--- src/rtl/lsu_mem_ctrl.sv ---
// Load/store sequencer for the RV32I memory stage: decodes one load/store,
// runs a req/ack data-memory access with lane alignment and timeout, and
// returns extended load data together with the register-file write enable.
module lsu_mem_ctrl #(
    parameter int unsigned TIMEOUT = 16,
    parameter int unsigned TMO_W   = 5
) (
    input  logic        clk,
    input  logic        rst_n,
    input  logic        start,
    input  logic [31:0] ir,
    input  logic [31:0] addr,
    input  logic [31:0] store_data,
    output logic        busy,
    output logic        done,
    output logic [1:0]  fault,
    output logic [31:0] load_data,
    output logic [4:0]  rd_addr,
    output logic        rd_we,
    output logic        mem_req,
    output logic        mem_we,
    output logic [31:0] mem_addr,
    output logic [3:0]  mem_wstrb,
    output logic [31:0] mem_wdata,
    input  logic        mem_ack,
    input  logic [31:0] mem_rdata
);

    typedef enum logic [1:0] {IDLE, REQ, RESP, FAULT} state_t;

    localparam logic [6:0] OP_LOAD  = 7'b0000011;
    localparam logic [6:0] OP_STORE = 7'b0100011;
    localparam logic [1:0] F_OK     = 2'd0;
    localparam logic [1:0] F_MIS    = 2'd1;
    localparam logic [1:0] F_ILL    = 2'd2;
    localparam logic [1:0] F_TMO    = 2'd3;

    state_t             state_q, state_n;
    logic [TMO_W-1:0]   cnt_q, cnt_n;
    logic [2:0]         f3_q, f3_n;
    logic [4:0]         rd_q, rd_n;
    logic [1:0]         off_q, off_n;

    logic               busy_n, done_n, rd_we_n, mem_req_n, mem_we_n;
    logic [1:0]         fault_n;
    logic [31:0]        load_data_n, mem_addr_n, mem_wdata_n;
    logic [4:0]         rd_addr_n;
    logic [3:0]         mem_wstrb_n;

    logic               dec_load, dec_store, dec_legal, dec_mis;
    logic [2:0]         dec_f3;
    logic [3:0]         st_wstrb;
    logic [31:0]        st_wdata;
    logic               unused_ir;

    // Instruction fields beyond funct3 carry nothing for this stage.
    assign unused_ir = ^ir[31:15];

    // Decode of the incoming instruction, evaluated while IDLE.
    assign dec_f3    = ir[14:12];
    assign dec_load  = (ir[6:0] == OP_LOAD);
    assign dec_store = (ir[6:0] == OP_STORE);

    // funct3 legality and natural-alignment check for the incoming access.
    always_comb begin
        dec_legal = 1'b0;
        dec_mis   = 1'b0;
        if (dec_load) begin
            case (dec_f3)
                3'b000, 3'b001, 3'b010, 3'b100, 3'b101: dec_legal = 1'b1;
                default:                                dec_legal = 1'b0;
            endcase
        end else if (dec_store) begin
            dec_legal = (dec_f3 <= 3'b010);
        end
        case (dec_f3[1:0])
            2'b01:   dec_mis = addr[0];
            2'b10:   dec_mis = (addr[1:0] != 2'b00);
            default: dec_mis = 1'b0;
        endcase
    end

    // Store byte-lane strobes and lane-replicated write data.
    always_comb begin
        case (dec_f3[1:0])
            2'b00: begin
                st_wstrb = 4'b0001 << addr[1:0];
                st_wdata = {4{store_data[7:0]}};
            end
            2'b01: begin
                st_wstrb = addr[1] ? 4'b1100 : 4'b0011;
                st_wdata = {2{store_data[15:0]}};
            end
            default: begin
                st_wstrb = 4'b1111;
                st_wdata = store_data;
            end
        endcase
    end

    // Lane select plus sign/zero extension of a returned read word.
    function automatic logic [31:0] load_extend(input logic [2:0]  f3,
                                                input logic [1:0]  off,
                                                input logic [31:0] rdata);
        logic [7:0]  b;
        logic [15:0] h;
        case (off)
            2'd0:    b = rdata[7:0];
            2'd1:    b = rdata[15:8];
            2'd2:    b = rdata[23:16];
            default: b = rdata[31:24];
        endcase
        h = off[1] ? rdata[31:16] : rdata[15:0];
        case (f3)
            3'b000:  load_extend = {{24{b[7]}}, b};
            3'b001:  load_extend = {{16{h[15]}}, h};
            3'b100:  load_extend = {24'd0, b};
            3'b101:  load_extend = {16'd0, h};
            default: load_extend = rdata;
        endcase
    endfunction

    // Next-state and next-output logic.
    always_comb begin
        state_n     = state_q;
        cnt_n       = cnt_q;
        f3_n        = f3_q;
        rd_n        = rd_q;
        off_n       = off_q;
        done_n      = 1'b0;
        fault_n     = F_OK;
        rd_we_n     = 1'b0;
        rd_addr_n   = rd_addr;
        load_data_n = load_data;
        mem_req_n   = 1'b0;
        mem_we_n    = 1'b0;
        mem_wstrb_n = 4'b0000;
        mem_addr_n  = mem_addr;
        mem_wdata_n = mem_wdata;

        case (state_q)
            IDLE: begin
                if (start) begin
                    f3_n  = dec_f3;
                    rd_n  = ir[11:7];
                    off_n = addr[1:0];
                    if (dec_load || dec_store) begin
                        if (!dec_legal) begin
                            state_n     = FAULT;
                            done_n      = 1'b1;
                            fault_n     = F_ILL;
                            load_data_n = 32'd0;
                        end else if (dec_mis) begin
                            state_n     = FAULT;
                            done_n      = 1'b1;
                            fault_n     = F_MIS;
                            load_data_n = 32'd0;
                        end else begin
                            state_n     = REQ;
                            cnt_n       = '0;
                            mem_req_n   = 1'b1;
                            mem_we_n    = dec_store;
                            mem_addr_n  = {addr[31:2], 2'b00};
                            mem_wstrb_n = dec_store ? st_wstrb : 4'b0000;
                            mem_wdata_n = dec_store ? st_wdata : 32'd0;
                        end
                    end else begin
                        // Non-memory instruction passes straight through.
                        state_n     = RESP;
                        done_n      = 1'b1;
                        load_data_n = 32'd0;
                    end
                end
            end
            REQ: begin
                if (mem_ack) begin
                    state_n = RESP;
                    done_n  = 1'b1;
                    if (mem_we) begin
                        load_data_n = 32'd0;
                    end else begin
                        load_data_n = load_extend(f3_q, off_q, mem_rdata);
                        rd_we_n     = (rd_q != 5'd0);
                        rd_addr_n   = rd_q;
                    end
                end else if (cnt_q == TMO_W'(TIMEOUT - 1)) begin
                    state_n     = RESP;
                    done_n      = 1'b1;
                    fault_n     = F_TMO;
                    load_data_n = 32'd0;
                end else begin
                    cnt_n       = cnt_q + TMO_W'(1);
                    mem_req_n   = 1'b1;
                    mem_we_n    = mem_we;
                    mem_wstrb_n = mem_wstrb;
                end
            end
            RESP:    state_n = IDLE;
            FAULT:   state_n = IDLE;
            default: state_n = IDLE;
        endcase

        busy_n = (state_n != IDLE);
    end

    // State, latched operands and registered outputs.
    always_ff @(posedge clk or negedge rst_n) begin
        if (!rst_n) begin
            state_q   <= IDLE;
            cnt_q     <= '0;
            f3_q      <= 3'd0;
            rd_q      <= 5'd0;
            off_q     <= 2'd0;
            busy      <= 1'b0;
            done      <= 1'b0;
            fault     <= 2'd0;
            load_data <= 32'd0;
            rd_addr   <= 5'd0;
            rd_we     <= 1'b0;
            mem_req   <= 1'b0;
            mem_we    <= 1'b0;
            mem_addr  <= 32'd0;
            mem_wstrb <= 4'd0;
            mem_wdata <= 32'd0;
        end else begin
            state_q   <= state_n;
            cnt_q     <= cnt_n;
            f3_q      <= f3_n;
            rd_q      <= rd_n;
            off_q     <= off_n;
            busy      <= busy_n;
            done      <= done_n;
            fault     <= fault_n;
            load_data <= load_data_n;
            rd_addr   <= rd_addr_n;
            rd_we     <= rd_we_n;
            mem_req   <= mem_req_n;
            mem_we    <= mem_we_n;
            mem_addr  <= mem_addr_n;
            mem_wstrb <= mem_wstrb_n;
            mem_wdata <= mem_wdata_n;
        end
    end

endmodule
--- config.mk ---
export PLATFORM = sky130hd
export DESIGN_NAME = lsu_mem_ctrl
export DESIGN_NICKNAME = d
export VERILOG_FILES = /design/src/rtl/lsu_mem_ctrl.sv
export SDC_FILE = /design/constraint.sdc
export NUM_CORES = 1
export LEC_CHECK = 0
export ABC_CLOCK_PERIOD_IN_PS = 4100
export BUFFER_PORTS_ARGS = -buffer_cell sky130_fd_sc_hd__buf_2
export CAP_MARGIN = 10
export CORE_MARGIN = 1.5
export CORE_UTILIZATION = 48
export DETAILED_ROUTE_END_ITERATION = 10
export PLACE_DENSITY = 0.91
export SYNTH_ARGS = -nofsm -noshare
export SYNTH_HDL_FRONTEND = slang
export SYNTH_SLANG_ARGS = --single-unit
--- constraint.sdc ---
create_clock -name clk -period 4.1 [get_ports clk]
set_input_delay 0.41 -clock clk [delete_from_list [all_inputs] [get_ports clk]]
set_output_delay 0.41 -clock clk [all_outputs]
set_load 0.1 [all_outputs]
==> results.md <==
Routing:
- The count of nets left with antenna violations once routing finished came out at 0.
- The detailed router put a total of between 6 and 7 mm of wire on met1.
- After detailed routing, the number of remaining DRC violations is 0.
- The vias per cell is about 5.5.
- The via total after detailed routing is 5157.
- Signal routing reaches up to met5.
- After detailed routing, the average wire length per cell comes to 16.5 um.
- The total met2 wirelength after detailed routing is 7.85 mm.
- The first detailed-routing pass took 6 iterations.
- In the detailed route, the total length drawn on met3 is 1.16 mm.
- The aggregate routed wire length is 15.4 mm.
- The initial detailed-routing violation count is 436.

Final layout:
- Compared with the post-synthesis result, the final layout area differs by 31.9%.
- The repair_antennas step left the layout with diodes totalling 0.
- Leaving out fill and tap cells, the most frequent cell in the layout is sky130_fd_sc_hd__buf_2.
- Fill cells in the final layout number 890.
- In the final layout, the multi-input gates occupy 0.00240 mm2.
- The number of nets in the final layout is roughly 900.
- Leaving out fill and tap cells, the most frequent cells in the layout are 223 x sky130_fd_sc_hd__buf_2, 127 x sky130_fd_sc_hd__dfrtp_1, 75 x sky130_fd_sc_hd__nand2_1.
- The fraction of layout cells with a size suffix above 1 is 39.3%.
- The number of standard cells in the final layout excluding fillers is 934.
- The area used by sequential logic in the layout is between 0.003 and 0.004 mm2.

Floorplanning:
- The die outline area is around 0.013 mm2.
- The floorplan step set the die height to between 100 and 150 um.
- The area inside the core boundary is 0.0120 mm2.
- The number of standard-cell rows in the floorplan is 40.
- The horizontal die dimension is 114 um.
- The starting utilization of the core area is 49.0%.
- approximately 240 I/O pins were placed.

STA:
- The number of failing hold endpoints at the final stage was 0.
- The share of the clock period used by the worst path is 58.7%.
- The final max-slew violation count is 0.
- The final critical delay including setup and external delays is 2410 ps.
- Setup violations remaining at the end of the flow were counted as 0.
- Setup repair after global routing left no endpoint under its margin.
- On the final layout, the worst clock skew is about 8.3 ps.
- The worst slew margin relative to its limit is just under 40%.
- The slew of the pin with the lowest slew margin is 910 ps.
- The accumulated negative setup slack is 0 ps.
- For this run, the top clock speed supported by timing is just over 400 MHz.

Synth:
- The synthesized area per cell is 10.5 um2.
- The synthesized design contains 0 enable-type register cells.
- Synthesis produced 560 cells.
- The synthesized netlist devotes 19.0% of its cell area to compound gates.
- The post-synthesis share of cell area spent on and, or, nand and nor gates is a little under an eighth.
- The proportion of register bits with asynchronous set or reset after synthesis is 100%.
- The count of warnings emitted by yosys is 0.
- Measured against the total synthesized area, the mux share comes to 9.15%.
- After Yosys synthesis, full adders, half adders and majority gates account for 1.28% of the synthesized area.
- Of the total synthesized cell area, the portion taken by XOR and XNOR cells is 0%.
- The most used flip-flop cell after synthesis is sky130_fd_sc_hd__dfrtp_1.
- The number of different library cells used by synthesis comes to 48.
- The cell area that synthesis handed to floorplanning was 0.00586 mm2.
- By area, the combinational part of the netlist is dominated by compound AO/OA/AOI/OAI gates.
- For this run, the register share of the synthesized area comes to 54.2%.
- In this run, synthesis produced a sequential element count of between 100 and 150.

Worst setup path:
- The worst setup path is launched from a flop.
- The type of the worst setup path is flop to flop.
- The worst-case reg-to-reg path depth is 6.
- The critical path endpoint category is a flop.
- In this run the critical register-to-register path is captured at mem_wstrb[2].
- The maximum net fanout on the critical path is 94.
- At the worst endpoint, the arrival time is 2730 ps.
- The startpoint of the worst register-to-register path is state_q[0].
- STA puts the critical path data required time at 4430 ps.
- For flop-to-flop paths, the worst setup slack is between 1500 and 2000 ps.

Clock tree:
- CTS built an H-tree with a depth of 4.
- The later-pin clock latency in the skew report is between 400 and 500 ps.
- The clock slew seen by the registers of the worst setup and hold paths is roughly 60 ps.
- Clock tree synthesis selected as its root buffer the cell sky130_fd_sc_hd__clkbuf_16.
- The total of cells resized after clock tree synthesis is 0.
- TritonCTS built the clock tree.
- The total number of clock tree sinks is 127.
- After clock tree synthesis, the setup repair step added 0 buffers.
- The maximum count of clock buffers along a single path is 2.
- The CTS buffer count is 17.
- After clock tree synthesis, the flow added hold-fix buffers numbering 0.

Outcome:
- The run finished with clean final reports.

Power and ir drop:
- The power per unit of standard cell area is 471 mW/mm2.
- The worst voltage drop across the vdd grid is 0.327 mV.
- The analysis attributes to cell leakage a power of between 4 and 5 nW.
- The completed layout was analyzed and its total power is 3.64 mW.

Placed design:
- The number of I/O port buffers is roughly 220.
- After detailed placement, the design holds a cell count of 902.
- The HPWL after detailed placement is 10.9 mm.
- The congestion estimate from routability-driven global placement came to 0.873.

GRT:
- In the global route stage, overall resource usage came out at 24.1%.
- The global-route wire length before repair is 24.3 mm.
- The overflow left after global routing is 0.
- The initial antenna violation count is 2.
- The via count of the first global-routing pass is 4905.
- Entering global routing, the biggest net connects 95 pins.

Hold path:
- The worst hold path belongs to the class input pin to async pin.

Flow run:
- Max-cap violations in this run came to 0.
==> kinds of logic after synthesis <==
logic type,after synthesis
AOI/OAI and AO/OA,168
DFF,127
adders and majority gates,6
muxes,44
and+or+nand+nor,145
buffers and inverters,69
other,1
==> worst max-delay path, stage by stage (launching register included) <==
cell,delay (ps)
sky130_fd_sc_hd__dfrtp_1,420
sky130_fd_sc_hd__nor3b_4,630
sky130_fd_sc_hd__and4_1,350
sky130_fd_sc_hd__o211ai_1,170
sky130_fd_sc_hd__buf_12,270
sky130_fd_sc_hd__or2_1,300
sky130_fd_sc_hd__o21ai_1,150
==> cell usage after synthesis (2+ instances only) <==
cell type                     n  area share, %
sky130_fd_sc_hd__o211ai_1     2           0.26
sky130_fd_sc_hd__o31ai_1     26            3.3
sky130_fd_sc_hd__o221ai_1     3           0.45
sky130_fd_sc_hd__a22oi_1      7           0.90
sky130_fd_sc_hd__a31oi_1      2           0.21
sky130_fd_sc_hd__buf_2       11           0.94
sky130_fd_sc_hd__o21ai_0     43            3.7
sky130_fd_sc_hd__nand2_1     75            4.8
sky130_fd_sc_hd__nor3_1       6           0.51
sky130_fd_sc_hd__inv_1       32            2.0
sky130_fd_sc_hd__clkbuf_1    22            1.4
sky130_fd_sc_hd__mux2i_1      3           0.51
sky130_fd_sc_hd__nor3b_1      3           0.38
sky130_fd_sc_hd__ha_1         6            1.3
sky130_fd_sc_hd__nor2_1      30            1.9
sky130_fd_sc_hd__a21oi_1     18            1.5
sky130_fd_sc_hd__dfrtp_1    127             54
sky130_fd_sc_hd__mux2_2      31            6.0
sky130_fd_sc_hd__and3_1       3           0.32
sky130_fd_sc_hd__a211oi_1     5           0.64
sky130_fd_sc_hd__nand2b_1     3           0.32
sky130_fd_sc_hd__a221o_1      7            1.2
sky130_fd_sc_hd__o21ai_1     23            2.0
sky130_fd_sc_hd__nand3_1      6           0.51
sky130_fd_sc_hd__nand3b_1     2           0.26
sky130_fd_sc_hd__a21o_1       7           0.90
sky130_fd_sc_hd__buf_4        2           0.26
sky130_fd_sc_hd__nor2b_1      9           0.96
sky130_fd_sc_hd__a22o_1      16            2.4
sky130_fd_sc_hd__mux2_4       9            2.3
sky130_fd_sc_hd__o2bb2ai_1    4           0.60
==> worst max path at each step <==
stage          cells after the start  startpoint      endpoint
6_report                           6  state_q[0]  mem_wstrb[2]
5_1_grt                            6  state_q[0]  mem_wstrb[0]
4_1_cts                            6  state_q[0]  mem_wstrb[2]
3_5_place_dp                       8      ir[13]  mem_addr[21]
3_3_place_gp                       8      ir[12]   mem_addr[8]
2_1_floorplan                      8      ir[12]  mem_addr[23]
==> final cells by class <==
cell class	count	area share (%)
clock inverters	12	2.69
flip-flops and latches	127	41.1
repair buffers	230	15.4
clock buffers	20	5.77
multi-input cells	365	31.0
inverters	33	1.60
well taps	147	2.38
==> sequential cells by signal (all words and copies together) (netlist names) <==
| signal | flops |
|---|---|
| state_q | 2 |
| mem_we | 1 |
| rd_addr | 5 |
| fault | 2 |
| mem_req | 1 |
| f3_q | 3 |
| mem_wstrb | 4 |
| rd_q | 5 |
| done | 1 |
| load_data | 32 |
| busy | 1 |
| rd_we | 1 |
| cnt_q | 5 |
| mem_wdata | 32 |
| off_q | 2 |
| mem_addr | 30 |
==> layer usage <==
layer / track usage [%] / vias to the layer above
met5: 0 / -
met4: 7.83 / 2
met3: 6.06 / 19
met2: 41.0 / 251
met1: 30.3 / 2479
li1: - / 2406
==> per-stage QoR <==
| stage | hold WS, ps | cell area, um2 | utilization (%) | worst slack, ps |
|---|---|---|---|---|
| 2_1_floorplan | 114 | 5870 | - | 2110 |
| 5_1_grt | 140 | 7730 | 64.7 | 1520 |
| 6_report | 88.1 | 7730 | 64.7 | 1690 |
| 3_5_place_dp | 460 | 7080 | 59.2 | 1500 |
| 3_3_place_gp | 456 | 7080 | 59.2 | 1530 |
| 4_1_cts | 121 | 7730 | 64.7 | 1670 |
==> power by group <==
part / internal (mW) / switching (mW) / total [mW] / leakage (nW)
Sequential: 1.31 / 0.0544 / 1.36 / 1.73
Clock: 1.10 / 0.543 / 1.64 / 0.307
Combinational: 0.170 / 0.464 / 0.634 / 2.15
Total: 2.58 / 1.06 / 3.64 / 4.19
Power figures use the tool's default switching activity.
